$ cat src/rtl/handshake_skid.sv
// handshake_skid
//   Two-entry valid/ready skid buffer. Both the forward path (valid/data) and
//   the backward path (ready) come straight from flops, so downstream ready
//   has no combinational route to upstream ready. Sustains one word per cycle.
//
// Optional feature macro: HS_SKID_CNT_EN
//   When defined, adds xfer_cnt_o, a 16-bit wrapping count of downstream
//   transfers. When undefined, the port and counter do not exist.
//
// Ports
//   clk         in   clock, rising edge
//   rst         in   synchronous active-high reset
//   d_valid_i   in   upstream word valid
//   d_data_i    in   upstream word [DW-1:0]
//   d_ready_o   out  buffer can take a word this cycle (registered)
//   s_valid_o   out  buffer presents a word (registered)
//   s_data_o    out  presented word [DW-1:0] (registered)
//   s_ready_i   in   downstream takes the word this cycle
//   xfer_cnt_o  out  downstream transfer count [15:0] (HS_SKID_CNT_EN only)

module handshake_skid #(
  parameter int DW = 8
) (
  input  logic          clk,
  input  logic          rst,
  input  logic          d_valid_i,
  input  logic [DW-1:0] d_data_i,
  output logic          d_ready_o,
  output logic          s_valid_o,
  output logic [DW-1:0] s_data_o,
`ifdef HS_SKID_CNT_EN
  output logic [15:0]   xfer_cnt_o,
`endif
  input  logic          s_ready_i
);

  typedef enum logic [1:0] {
    EMPTY = 2'd0,
    BUSY  = 2'd1,
    FULL  = 2'd2
  } state_t;

  state_t        state_reg;
  logic          d_ready_reg;
  logic          s_valid_reg;
  logic [DW-1:0] main_reg;
  logic [DW-1:0] skid_reg;

  logic          in_xfer;
  logic          out_xfer;

  // Both handshakes are built from registered outputs, so neither term adds
  // a combinational ready path through this block.
  assign in_xfer  = d_valid_i & d_ready_reg;
  assign out_xfer = s_valid_reg & s_ready_i;

  always_ff @(posedge clk) begin
    if (rst) begin
      state_reg   <= EMPTY;
      d_ready_reg <= 1'b0;
      s_valid_reg <= 1'b0;
      main_reg    <= '0;
      skid_reg    <= '0;
    end else begin
      case (state_reg)
        EMPTY: begin
          // d_ready is 0 only on the first cycle after reset; raise it here.
          d_ready_reg <= 1'b1;
          if (in_xfer) begin
            state_reg   <= BUSY;
            main_reg    <= d_data_i;
            s_valid_reg <= 1'b1;
          end
        end
        BUSY: begin
          if (in_xfer && !out_xfer) begin
            // Downstream stalled while a word arrived: park it in the skid
            // and stop accepting until the main word drains.
            state_reg   <= FULL;
            skid_reg    <= d_data_i;
            d_ready_reg <= 1'b0;
          end else if (!in_xfer && out_xfer) begin
            state_reg   <= EMPTY;
            s_valid_reg <= 1'b0;
          end else if (in_xfer && out_xfer) begin
            main_reg <= d_data_i;
          end
        end
        FULL: begin
          // No input can occur here since d_ready is low.
          if (out_xfer) begin
            state_reg   <= BUSY;
            main_reg    <= skid_reg;
            d_ready_reg <= 1'b1;
          end
        end
        default: begin
          state_reg   <= EMPTY;
          d_ready_reg <= 1'b0;
          s_valid_reg <= 1'b0;
        end
      endcase
    end
  end

`ifdef HS_SKID_CNT_EN
  logic [15:0] cnt_reg;

  // Reset has priority, so a transfer on a reset edge is not counted.
  always_ff @(posedge clk) begin
    if (rst) begin
      cnt_reg <= '0;
    end else if (out_xfer) begin
      cnt_reg <= cnt_reg + 16'd1;
    end
  end

  assign xfer_cnt_o = cnt_reg;
`endif

  assign d_ready_o = d_ready_reg;
  assign s_valid_o = s_valid_reg;
  assign s_data_o  = main_reg;

endmodule

$ cat config.mk
export PLATFORM = sky130hd
export DESIGN_NAME = handshake_skid
export DESIGN_NICKNAME = d
export VERILOG_FILES = /design/src/rtl/handshake_skid.sv
export SDC_FILE = /design/constraint.sdc
export NUM_CORES = 1
export LEC_CHECK = 0
export ABC_CLOCK_PERIOD_IN_PS = 1660
export CAP_MARGIN = 10
export CORE_MARGIN = 2
export CORE_UTILIZATION = 48
export CTS_BUF_LIST = sky130_fd_sc_hd__clkbuf_16
export DETAILED_ROUTE_END_ITERATION = 10
export GPL_TIMING_DRIVEN = 0
export PLACE_DENSITY = 0.79
export SYNTH_ARGS = -nofsm -noshare
export SYNTH_HDL_FRONTEND = slang
export SYNTH_SLANG_ARGS = --single-unit
export TNS_END_PERCENT = 30
$ cat constraint.sdc
create_clock -name clk -period 1.66 [get_ports clk]
set_input_delay 0.332 -clock clk [delete_from_list [all_inputs] [get_ports clk]]
set_output_delay 0.332 -clock clk [all_outputs]
set_load 0.02 [all_outputs]
==> results.toml, run 1 <==
[outcome]
status = "completed"

[layout]
layout.nets = 155
fin_cells = 165
area_growth_syn_to_layout_pct = 49.8
antenna_cells = 0
postLayoutCoreUtil = 0.748
drive_above_1_share = 0.326

[timing]
setup-tns-final_ps = 0
hold_violations = 0
relSlewSlack = 0.579
report.final.setup_viol = 0
worst_slew_pin_slew_ps = 631
fin_crit_ps = 1610
fmax_ghz = 0.620
maxSlewViolCount = 0
skew_ps = 2.58
finalCritPeriodShare = 0.972

[global_routing]
grtUsageTotal = 0.229
grt_start_max_net_pins = 11
grt_pass1_vias = 919
overflow = 0
grt_pass1_wl_um = 4270
antenna_found_initial = 0

[cts]
htreeDepth = 1
clk_pin_slew_ps = 60
root_buffer = "clkbuf_16"
cts_tree = "yes"
cts.sink_count = 20
cts_buffer_depth = 2
clkLatencyLatePin_ps = 250
numCtsBuffers = 3

[synthesis]
synth_seq_cells = 20
ys_seq_area_frac = 0.413
synth_top_area_frac = 0.413
synth_cell_types = 21
yosys_warnings = 0
synthesis.nets = 127
synthTopCellsByArea = "dfxtp_1 (41%), a21oi_1 (11%), mux2_2 (9.3%)"
yosysTopAreaCell = "dfxtp_1"
syn_inst = 112
synth_area_um2 = 970
avgSynthCellArea_um2 = 8.66

[floorplanning]
die-area_um2 = 2400
coreArea_um2 = 1940
die_y_um = 48.9
dieWidth_um = 48.9
ioPinCount = 22
num_rows = 16
initial_utilization = 0.499

[worst_hold_path]
min_path_type = "flip-flop to flip-flop"

[drt]
ant_nets = 0
routed_wl_um = 2680
firstDrtPassIters = 4
wl_per_cell_um = 16.2
vias_per_cell = 5.66
drt-initial-drc-count = 20
vias = 934
drc = 0

[critical_path]
path_class = "input pin to flip-flop"
worst-path-max-fanout = 5
end_kind = "flip-flop"
cp.required_ps = 1820
cp_data_arrival_time_ps = 1780
worstSetupStartpointType = "input pin"

[placement]
dp.cells = 159
gp_congestion = 0.836
dpl.hpwl_um = 1610
portBuffers = 20

[power]
power_mw = 1.29
vdd_drop_max_v = 0.000693
leakage_nw = 0.506
power.density_nw_per_um2 = 885

[run]
max_cap_violations = 0
## worst paths after layout
path	start	endpoint	slack [ps]	depth (start not counted)
worst max-delay path	s_ready_i	s_data_o[1]	50	8
worst min-delay path	skid_reg[6]	skid_reg[6]	460	2
worst max register to register	state_reg[0]	s_data_o[2]	110	6
worst min register to register	skid_reg[6]	skid_reg[6]	460	2
## cell usage in the layout, fill, tap and decap left out, types with 2 or more instances in the layout
cell,synthesis,routed
a21oi_1,21,14
a21oi_2,0,7
a311oi_1,8,2
a311oi_2,0,6
buf_4,2,2
buf_6,1,2
buf_8,1,2
clkbuf_1,3,3
clkbuf_16,0,4
clkdlybuf4s50_1,0,20
dfxtp_1,20,18
dfxtp_2,0,2
ha_4,0,2
inv_1,10,8
inv_2,0,2
mux2_2,8,8
nand2_1,12,10
nand2_2,0,2
nand2b_1,2,2
nand3_1,9,8
nand3b_1,3,3
nor2_1,3,2
## per-layer routing
metal / wire length [um] / track usage
met5: 0 / 0
met4: 42 / 0.105
met3: 76 / 0.0307
met2: 1350 / 0.384
met1: 1210 / 0.292
## repair_timing
action | CTS | global route
endpoints found under the hold margin | 0 | 0
gates cloned | 0 | 1
hold buffers | 0 | 0
pin swaps | 1 | 3
gates resized for setup | 9 | 24
buffers inserted | 1 | 1
setup endpoints to repair | 18 | 9
## cell type report
class                   count  area [um^2]
well taps                  27         33.8
clock buffers               3         75.1
flip-flops and latches     20          403
plain buffers               8         67.6
inverters                  10         37.5
fillers                   132          489
multi-input cells          74          592
repair buffers             23          244
## synth_stat cells, drive strengths merged
cell	count
o21bai	1
dfxtp	20
ha	3
buf	5
nand3b	3
o21ai	1
or2	1
nand3	9
o22a	1
inv	10
nand2	12
clkbuf	3
and2b	1
a311oi	8
nand2b	2
a21oi	21
mux2	8
nor2	3
## report_power, final
group          switching [mW]  internal, mW  leakage (nW)
clock                   0.181         0.318        0.0370
combinational           0.131         0.129         0.305
sequential             0.0183         0.508         0.164
total                   0.331         0.955         0.506
## critical path, cell delays in order
cell and delay, ps:
clkdlybuf4s50_1 410, nand2_2 120, inv_2 70, ha_4 170
nor2_4 120, nand3_4 110, clkbuf_16 180, a311oi_2 240
## metrics by stage
step                      hold slack [ps]  setup slack [ps]  instance area (um^2)
after detailed placement              448              -492                  1200
after CTS                             456              11.7                  1320
after global placement                441              -443                  1200
final                                 461              46.0                  1450
after floorplan                       434              47.2                   970
after global routing                  480             -38.8                  1450
## kinds of logic (layout without fill, tap and decap cells)
kind of cell,Yosys count,count (layout),synth area share
AOI/OAI and AO/OA,32,32,0.203
and+or+nand+nor,31,31,0.156
DFF,20,20,0.413
buffers and inverters,18,44,0.0968
muxes,8,8,0.0929
adders and majority gates,3,3,0.0387
No activity file was read; power rests on OpenSTA's default activity.
==> run 2: changes to the inputs <==
CORE_MARGIN = default   (was 2)
CORE_UTILIZATION = 45   (was 48)
PLACE_DENSITY = 0.75   (was 0.79)
==> run 2 against run 1 <==
Effect of this change: sequential power is essentially flat; global-route usage shrank 3.8 points; cell count grew 1.2%; critical path depth shrank 2; total power shrank 1.9%; sequential share of layout area grew 0.64 points; non-clock buffer count grew 1; core utilization shrank 3.9 points; register-to-register slack lost 50 ps; die area shrank 2.1%; first-iteration DRC count shrank 30%; largest cell class unchanged.
==> results.toml, run 2 (synthesis results as in run 1) <==
[cts]
clkLatencyLatePin_ps = 250
hold_buffers = 0
htreeDepth = 1
cts_buffer_depth = 2
cts_tree = "yes"
root_buffer = "clkbuf_16"
clk_pin_slew_ps = 50
numCtsBuffers = 3
cts.sink_count = 20

[timing]
hold_violations = 0
skew_ps = 2.56
setup-tns-final_ps = 0
fin_crit_ps = 1600
relSlewSlack = 0.620
finalCritPeriodShare = 0.962
maxSlewViolCount = 0
report.final.setup_viol = 0
fmax_ghz = 0.626
worst_slew_pin_slew_ps = 570

[drt]
firstDrtPassIters = 5
vias_per_cell = 5.53
vias = 923
drt-initial-drc-count = 14
drc = 0
routed_wl_um = 2470
wl_per_cell_um = 14.8
ant_nets = 0

[critical_path]
end_kind = "flip-flop"
r2r_slack_ps = 60
path_delay_family = "compound AO/OA/AOI/OAI gates"
critPathBufInv = 3
cp_data_arrival_time_ps = 1740
timing.rr.end = "s_data_o[3]"
worstSetupStartpointType = "flip-flop"
rr_worst_depth = 6
cpMaxStageDelayCell = "dfxtp_2"
worst-path-max-fanout = 10
cpPeakStageDelay_ps = 340
cp.required_ps = 1800
worstPathCellList = "nand2b_1, buf_6, o22a_1, buf_4, buf_8, a311oi_1"
timing.rr.start = "state_reg[0]"
path_class = "flip-flop to flip-flop"

[global_routing]
grt_pass1_wl_um = 3540
antenna_found_initial = 0
grt_pass1_vias = 770
overflow = 0
grtUsageTotal = 0.191
grt_start_max_net_pins = 12

[layout]
antenna_cells = 0
area_growth_syn_to_layout_pct = 46.5
layout_common_cells = "dfxtp_1 (18), clkdlybuf4s50_1 (18), a21oi_1 (15)"
postLayoutCoreUtil = 0.709
layout.nets = 156
drive_above_1_share = 0.314

[worst_hold_path]
min_path_type = "flip-flop to flip-flop"
worstHoldPathCells = 2
hold_start = "skid_reg[0]"
hold_path_end = "skid_reg[0]"

[floorplanning]
die-area_um2 = 2340
dieWidth_um = 48.4
coreArea_um2 = 2000
initial_utilization = 0.484
die_y_um = 48.4
num_rows = 16
ioPinCount = 22

[power]
p_sw_frac = 0.245
pwr-share-clk = 0.385
pwr-share-seq = 0.417
leakage_nw = 0.520
comb_power_share = 0.197
vdd_drop_max_v = 0.000549
power.density_nw_per_um2 = 888
p_sw_mw = 0.309
internal-power_mw = 0.951

[run]
max_cap_violations = 0

[outcome]
status = "completed"

[placement]
portBuffers = 20
dpl.hpwl_um = 1440
gp_congestion = 0.723
-- run 2: worst max path at each step --
stage / start / to / slack, ps / cells past startpoint
2_1_floorplan: s_valid_o / s_data_o[0] / 50 / 6
3_3_place_gp: d_valid_i / s_data_o[0] / -440 / 8
3_5_place_dp: d_valid_i / s_data_o[0] / -490 / 8
4_1_cts: d_valid_i / s_data_o[5] / -20 / 8
5_1_grt: state_reg[0] / s_data_o[3] / -50 / 6
6_report: state_reg[0] / s_data_o[3] / 60 / 6
-- run 2: worst reg2reg max path, cell delays in order, from the launching register on --
cell	delay, ps
dfxtp_2	340
nand2b_1	160
buf_6	150
o22a_1	190
buf_4	180
buf_8	160
a311oi_1	310
-- run 2: per-stage QoR --
step,cell area [um^2],setup WS (ps),instances,total power [mW],hold WS (ps)
global placement,1200,-445,159,0.739,440
finish,1420,62.3,167,1.26,456
global route,1420,-54.5,167,1.32,470
detailed placement,1200,-493,159,0.742,447
CTS,1300,-22.5,164,1.23,455
floorplan,970,47.2,112,0.654,434
-- run 2: layout make-up --
class / count / area [um^2]
Buffer: 8 / 61.3
Clock buffer: 3 / 75.1
Clock inverter: 1 / 3.75
Fill cell: 143 / 582
Inverter: 10 / 37.5
Multi-Input combinational cell: 74 / 563
Sequential cell: 20 / 403
Tap cell: 27 / 33.8
Timing Repair Buffer: 24 / 243
-- run 2: power by group through the flow --
stage	sequential, mW	combinational, mW	clock (mW)
floorplan	0.559	0.0958	0
global placement	0.533	0.207	0
detailed placement	0.534	0.207	0
CTS	0.524	0.212	0.491
global route	0.530	0.267	0.528
finish	0.526	0.249	0.486
-- run 2: per-layer routing --
layer	up-vias	wire length (um)	share of wire	global-route usage
met5	-	0	0	0
met4	0	9	0.0036	0.0441
met3	2	180	0.073	0.0314
met2	38	1220	0.49	0.308
met1	433	1060	0.43	0.267
li1	450	-	-	-
-- run 2: repair_timing --
item / CTS / global route
gates cloned: 0 / 1
pin swaps: 1 / 7
buffers inserted: 1 / 2
resized for setup: 3 / 27
setup endpoints to repair: 18 / 9
==> edit 1: new RTL, flow settings as in run 2 <==
Build with the macro `HS_SKID_CNT_EN` defined.
--- a/src/rtl/handshake_skid.sv
+++ b/src/rtl/handshake_skid.sv
@@ -17,6 +17,8 @@
 //   s_data_o    out  presented word [DW-1:0] (registered)
 //   s_ready_i   in   downstream takes the word this cycle
 //   xfer_cnt_o  out  downstream transfer count [15:0] (HS_SKID_CNT_EN only)
+
+`define HS_SKID_CNT_EN
 
 module handshake_skid #(
   parameter int DW = 8
Behaviour (old outputs only; new: xfer_cnt_o): unchanged (Yosys induction, for registers that start in step).
==> edit 1 against run 2 <==
- the flow now finishes with violations (negative setup slack)
- highest routed layer unchanged
- largest cell class unchanged
- maximum frequency fell by 5.3%
- power rose by 62%
- critical path type unchanged
- die area rose by 69%
- via count rose by 64%
- synthesized area rose by 73%
- worst setup slack got worse by 0.089 ns
- cell area rose by 74%
- sequential cell count rose by 16
- routed wire length rose by 69%
==> edit 1: results (changes against run 2) <==
Run status
The flow ran to the end, but the final reports show violations. The checks that failed: negative setup slack.

Placed design
The post-placement cell area was 2120 sq um (+76%). The post-placement cell count is 261 (+64%). The placer's final routability congestion estimate is 0.789 (+9.0%). The setup slack after placement was -0.793 ns (-0.301 ns). The final HPWL from detailed placement is 2.70 mm (+88%).

Detailed routing
The count of TritonRoute iterations in the first routing pass is 4 (-1). The starting DRC count in detailed routing is 58 (+44). The post-detailed-route via-to-cell ratio is 5.42 (-1.9%).

GRT
The number of global-route vias before repair is 1450 (+88%). The first-pass GRT wire length is 6.67 mm (+89%).

Setup path
The slowest stage of the critical path belongs to the cell sky130_fd_sc_hd__nor4_4. The family with the most delay on the worst path is simple AND/OR/NAND/NOR gates. The maximum net fanout on the critical path is 5 (-5).

The critical path launch point is xfer_cnt_o[5]$_SDFFE_PP0P_.

Logic synthesis
The number of distinct library cells after synthesis is 38 (+81%). The share of the yosys chip area belonging to registers is 43.1% (+1.8 points). The mean instance size in the synthesized netlist is 9.40 sq um (+8.5%). The xor/xnor share of the synthesized area came to 4.71% (+4.7 points).

Clock tree
The clock latency of the later-clocked register in the worst-skew pair is 0.28 ns (+0.03 ns).

Finish
The number of fillers in the final layout was 249 (+74%). The final net count is 248 (+59%). The share of post-route cells with drive strength above 1 is 24.5% (-7.0 points).

STA
The setup TNS after final layout is -0.0266 ns (-0.0266 ns). The setup slack after layout came to -0.0266 ns (-0.0889 ns). The final setup violation count came to 1 (+1). The normalized max-slew margin is 67.3% (+5.3 points).
==> edit 1: area by class of cell <==
type	instances	area, sq um	share of cell area, %
flip-flops and latches	36	737	29.8
plain buffers	8	47.5	1.92
inverters	4	22.5	0.910
clock buffers	5	125	5.06
clock inverters	3	11.3	0.455
multi-input cells	129	1010	40.7
repair buffers	48	467	18.9
well taps	46	57.6	2.33
==> edit 1: timing repair <==
action | 4_1_cts | 5_1_grt
endpoints found under the hold margin | 0 | 0
endpoints found under the setup margin | 25 | 25
resized for setup | 22 | 28
pin swaps | 3 | 5
buffers inserted | 5 | 7
==> edit 1: metal layers <==
layer  wire (um)  GRT usage [%]  share of wire (%)
met3         216           6.93                5.2
met4          56           9.59                1.3
met1        1780           24.8                 43
met5           0              0                  0
met2        2120           37.4                 51
==> edit 1: path summary, 6_finish.rpt <==
check                                              endpoint  slack [ns]
worst max-delay path            xfer_cnt_o[15]$_SDFFE_PP0P_       -0.03
worst min-delay path             xfer_cnt_o[1]$_SDFFE_PP0P_        0.49
worst max register to register  xfer_cnt_o[15]$_SDFFE_PP0P_       -0.03
worst min register to register   xfer_cnt_o[1]$_SDFFE_PP0P_        0.49
==> edit 1: stage by stage <==
step,util (%),hold WS [ns]
4_1_cts,68.3,0.500
2_1_floorplan,-,0.463
3_3_place_gp,61.5,0.474
3_5_place_dp,61.5,0.487
5_1_grt,71.9,0.517
6_report,71.9,0.494
==> edit 1: power groups by stage <==
| stage | Sequential, uW | Combinational [uW] | Clock, uW |
|---|---|---|---|
| floorplan | 954 | 98.7 | 0 |
| global route | 913 | 288 | 931 |
| CTS | 914 | 248 | 885 |
| finish | 911 | 271 | 863 |
| global placement | 930 | 215 | 0 |
| detailed placement | 931 | 222 | 0 |
==> edit 1: worst register-to-register path: stages, from the launching register on <==
cell                      delay [ns]
sky130_fd_sc_hd__dfxtp_2        0.38
sky130_fd_sc_hd__nand4_2        0.16
sky130_fd_sc_hd__nor4_4         0.44
sky130_fd_sc_hd__nor3b_4        0.26
sky130_fd_sc_hd__mux2_1         0.34
==> edit 1: cells by family after synthesis <==
family	count (synthesis)
and+or+nand+nor	73
DFF	36
AOI/OAI and AO/OA	23
muxes	20
buffers and inverters	13
xor gates and xnor gates	9
adders and majority gates	4
==> edit 2: new RTL, config.mk and constraints of run 2 <==
Without the edit above. The 3 states of `state_t` get a one-hot encoding in 3 bits.
--- a/src/rtl/handshake_skid.sv
+++ b/src/rtl/handshake_skid.sv
@@ -34,10 +34,10 @@
   input  logic          s_ready_i
 );
 
-  typedef enum logic [1:0] {
-    EMPTY = 2'd0,
-    BUSY  = 2'd1,
-    FULL  = 2'd2
+  typedef enum logic [2:0] {
+    EMPTY = 3'b001,
+    BUSY  = 3'b010,
+    FULL  = 3'b100
   } state_t;
 
   state_t        state_reg;
Formal check against the unedited RTL: no difference found for any inputs over 10 cycles, from zero or initial values and one cycle with rst high; not proved beyond that.
==> edit 2 against run 2 <==
- die area rose by 17%
- sequential share of layout area fell by 2.9 points
- synthesized area rose by 18%
- largest cell class unchanged
- synthesized cell count rose by 14%
- highest routed layer unchanged
- utilization rose by 1.4 points
- cell area rose by 17%
- sequential cell count rose by 1
- worst setup slack got worse by 0.0071 ns
- routed wire length rose by 9.7%
Power is not compared: it rests on default switching activity, and its combinational part moved more than twofold at a synthesized area within 25%.
==> edit 2: results (changes against run 2) <==
Finish
The final-layout clock-cell area share is 4.74% (-0.81 points). The number of fillers in the final layout was 179 (+25%). The share of final layout cell area taken by non-clock buffers came to 21.4% (-0.040 points). The final net count is 176 (+13%). The count of multi-input gates is 93 (+26%). The share of post-route cells with drive strength above 1 is 28.1% (-3.3 points). The utilization of the core after routing is 72.4% (+1.4 points).

GRT
The overall routing resource usage is 22.2% (+3.1 points). The first-pass GRT wire length was 4.43 mm (+25%).

Setup path
The critical register-to-register path endpoint is s_data_o[5]$_SDFFE_PP0P_. The number of cells on the worst reg-to-reg path is 7 (+1). The largest stage delay on the critical path came to 0.29 ns (-0.05 ns).

Placed design
The setup slack after placement is -0.573 ns (-0.0800 ns). The post-placement cell count is 176 (+11%). The post-placement cell area was 1420 sq um (+18%).

Logic synthesis
The xor/xnor share of the synthesized area is 0.767% (+0.77 points). The mean instance size in the synthesized netlist is 8.92 sq um (+3.1%). Ranked by instance count, the synthesized netlist is headed by 21 x sky130_fd_sc_hd__dfxtp_1, 19 x sky130_fd_sc_hd__nand2_1, 11 x sky130_fd_sc_hd__a21oi_1.

The net count after synthesis is 143 (+13%). After synthesis, the cell types taking the most area are sky130_fd_sc_hd__dfxtp_1 37%, sky130_fd_sc_hd__mux2i_1 7.0%, sky130_fd_sc_hd__nand2_1 6.2%, sky130_fd_sc_hd__o41ai_1 6.1%, sky130_fd_sc_hd__buf_6 5.9%. The synthesized-area fraction occupied by adder cells is 3.29% (-0.59 points). The post-synthesis register bit count was 21 (+5.0%). The area fraction in compound gates after synthesis is 20.4% (+0.11 points). The number of distinct library cells after synthesis is 29 (+38%).

Detailed routing
The overall routed net length came to 2.70 mm (+9.7%). The number of vias after detailed routing is 1030 (+12%). The count of TritonRoute iterations in the first routing pass was 4 (-1).

The starting DRC count in detailed routing is 15 (+1).

Floorplan
The row count is 17 (+1).

STA
The worst-margin pin slew is 0.642 ns (+0.0718 ns). The post-route clock skew is 0.00245 ns (-0.000112 ns).

Run status
The flow ran to the end, and the final reports show no timing, DRC or antenna violations.

Clock tree
The post-CTS setup repair buffer count is 8 (+7). The number of gates resized after cts is 24 (+21).

Min path
The worst min-delay path endpoint is skid_reg[3]$_SDFFE_PP0P_.

Power and ir drop
Overall power consumption after layout is estimated at 3020 uW.
## edit 2: cell count changes after synthesis, sizes merged, moves of 6 or more
cell / delta
o41ai: +8
o21ai: +7
a311oi: -8
mux2: -7
and2b: +7
a21oi: -10
nand3: -8
inv: -6
nand2: +7
mux2i: +8
## edit 2: worst max-delay path by stage
stage,start,end
after floorplan,s_valid_o$_SDFFE_PP0P_,s_data_o[5]$_SDFFE_PP0P_
after global placement,d_valid_i,s_data_o[5]$_SDFFE_PP0P_
after detailed placement,d_valid_i,s_data_o[5]$_SDFFE_PP0P_
after CTS,state_reg[1]$_SDFFE_PP0P_,skid_reg[0]$_SDFFE_PP0P_
after global routing,d_ready_o$_SDFFE_PP0P_,s_data_o[2]$_SDFFE_PP0P_
final,d_valid_i,s_data_o[5]$_SDFFE_PP0P_
## edit 2: routing by layer
metal / global-route usage (%) / share of wire, %
met3: 6.96 / 4.4
met4: 3.07 / 0.92
met1: 28.3 / 48
met5: 0 / 0
met2: 37.1 / 46
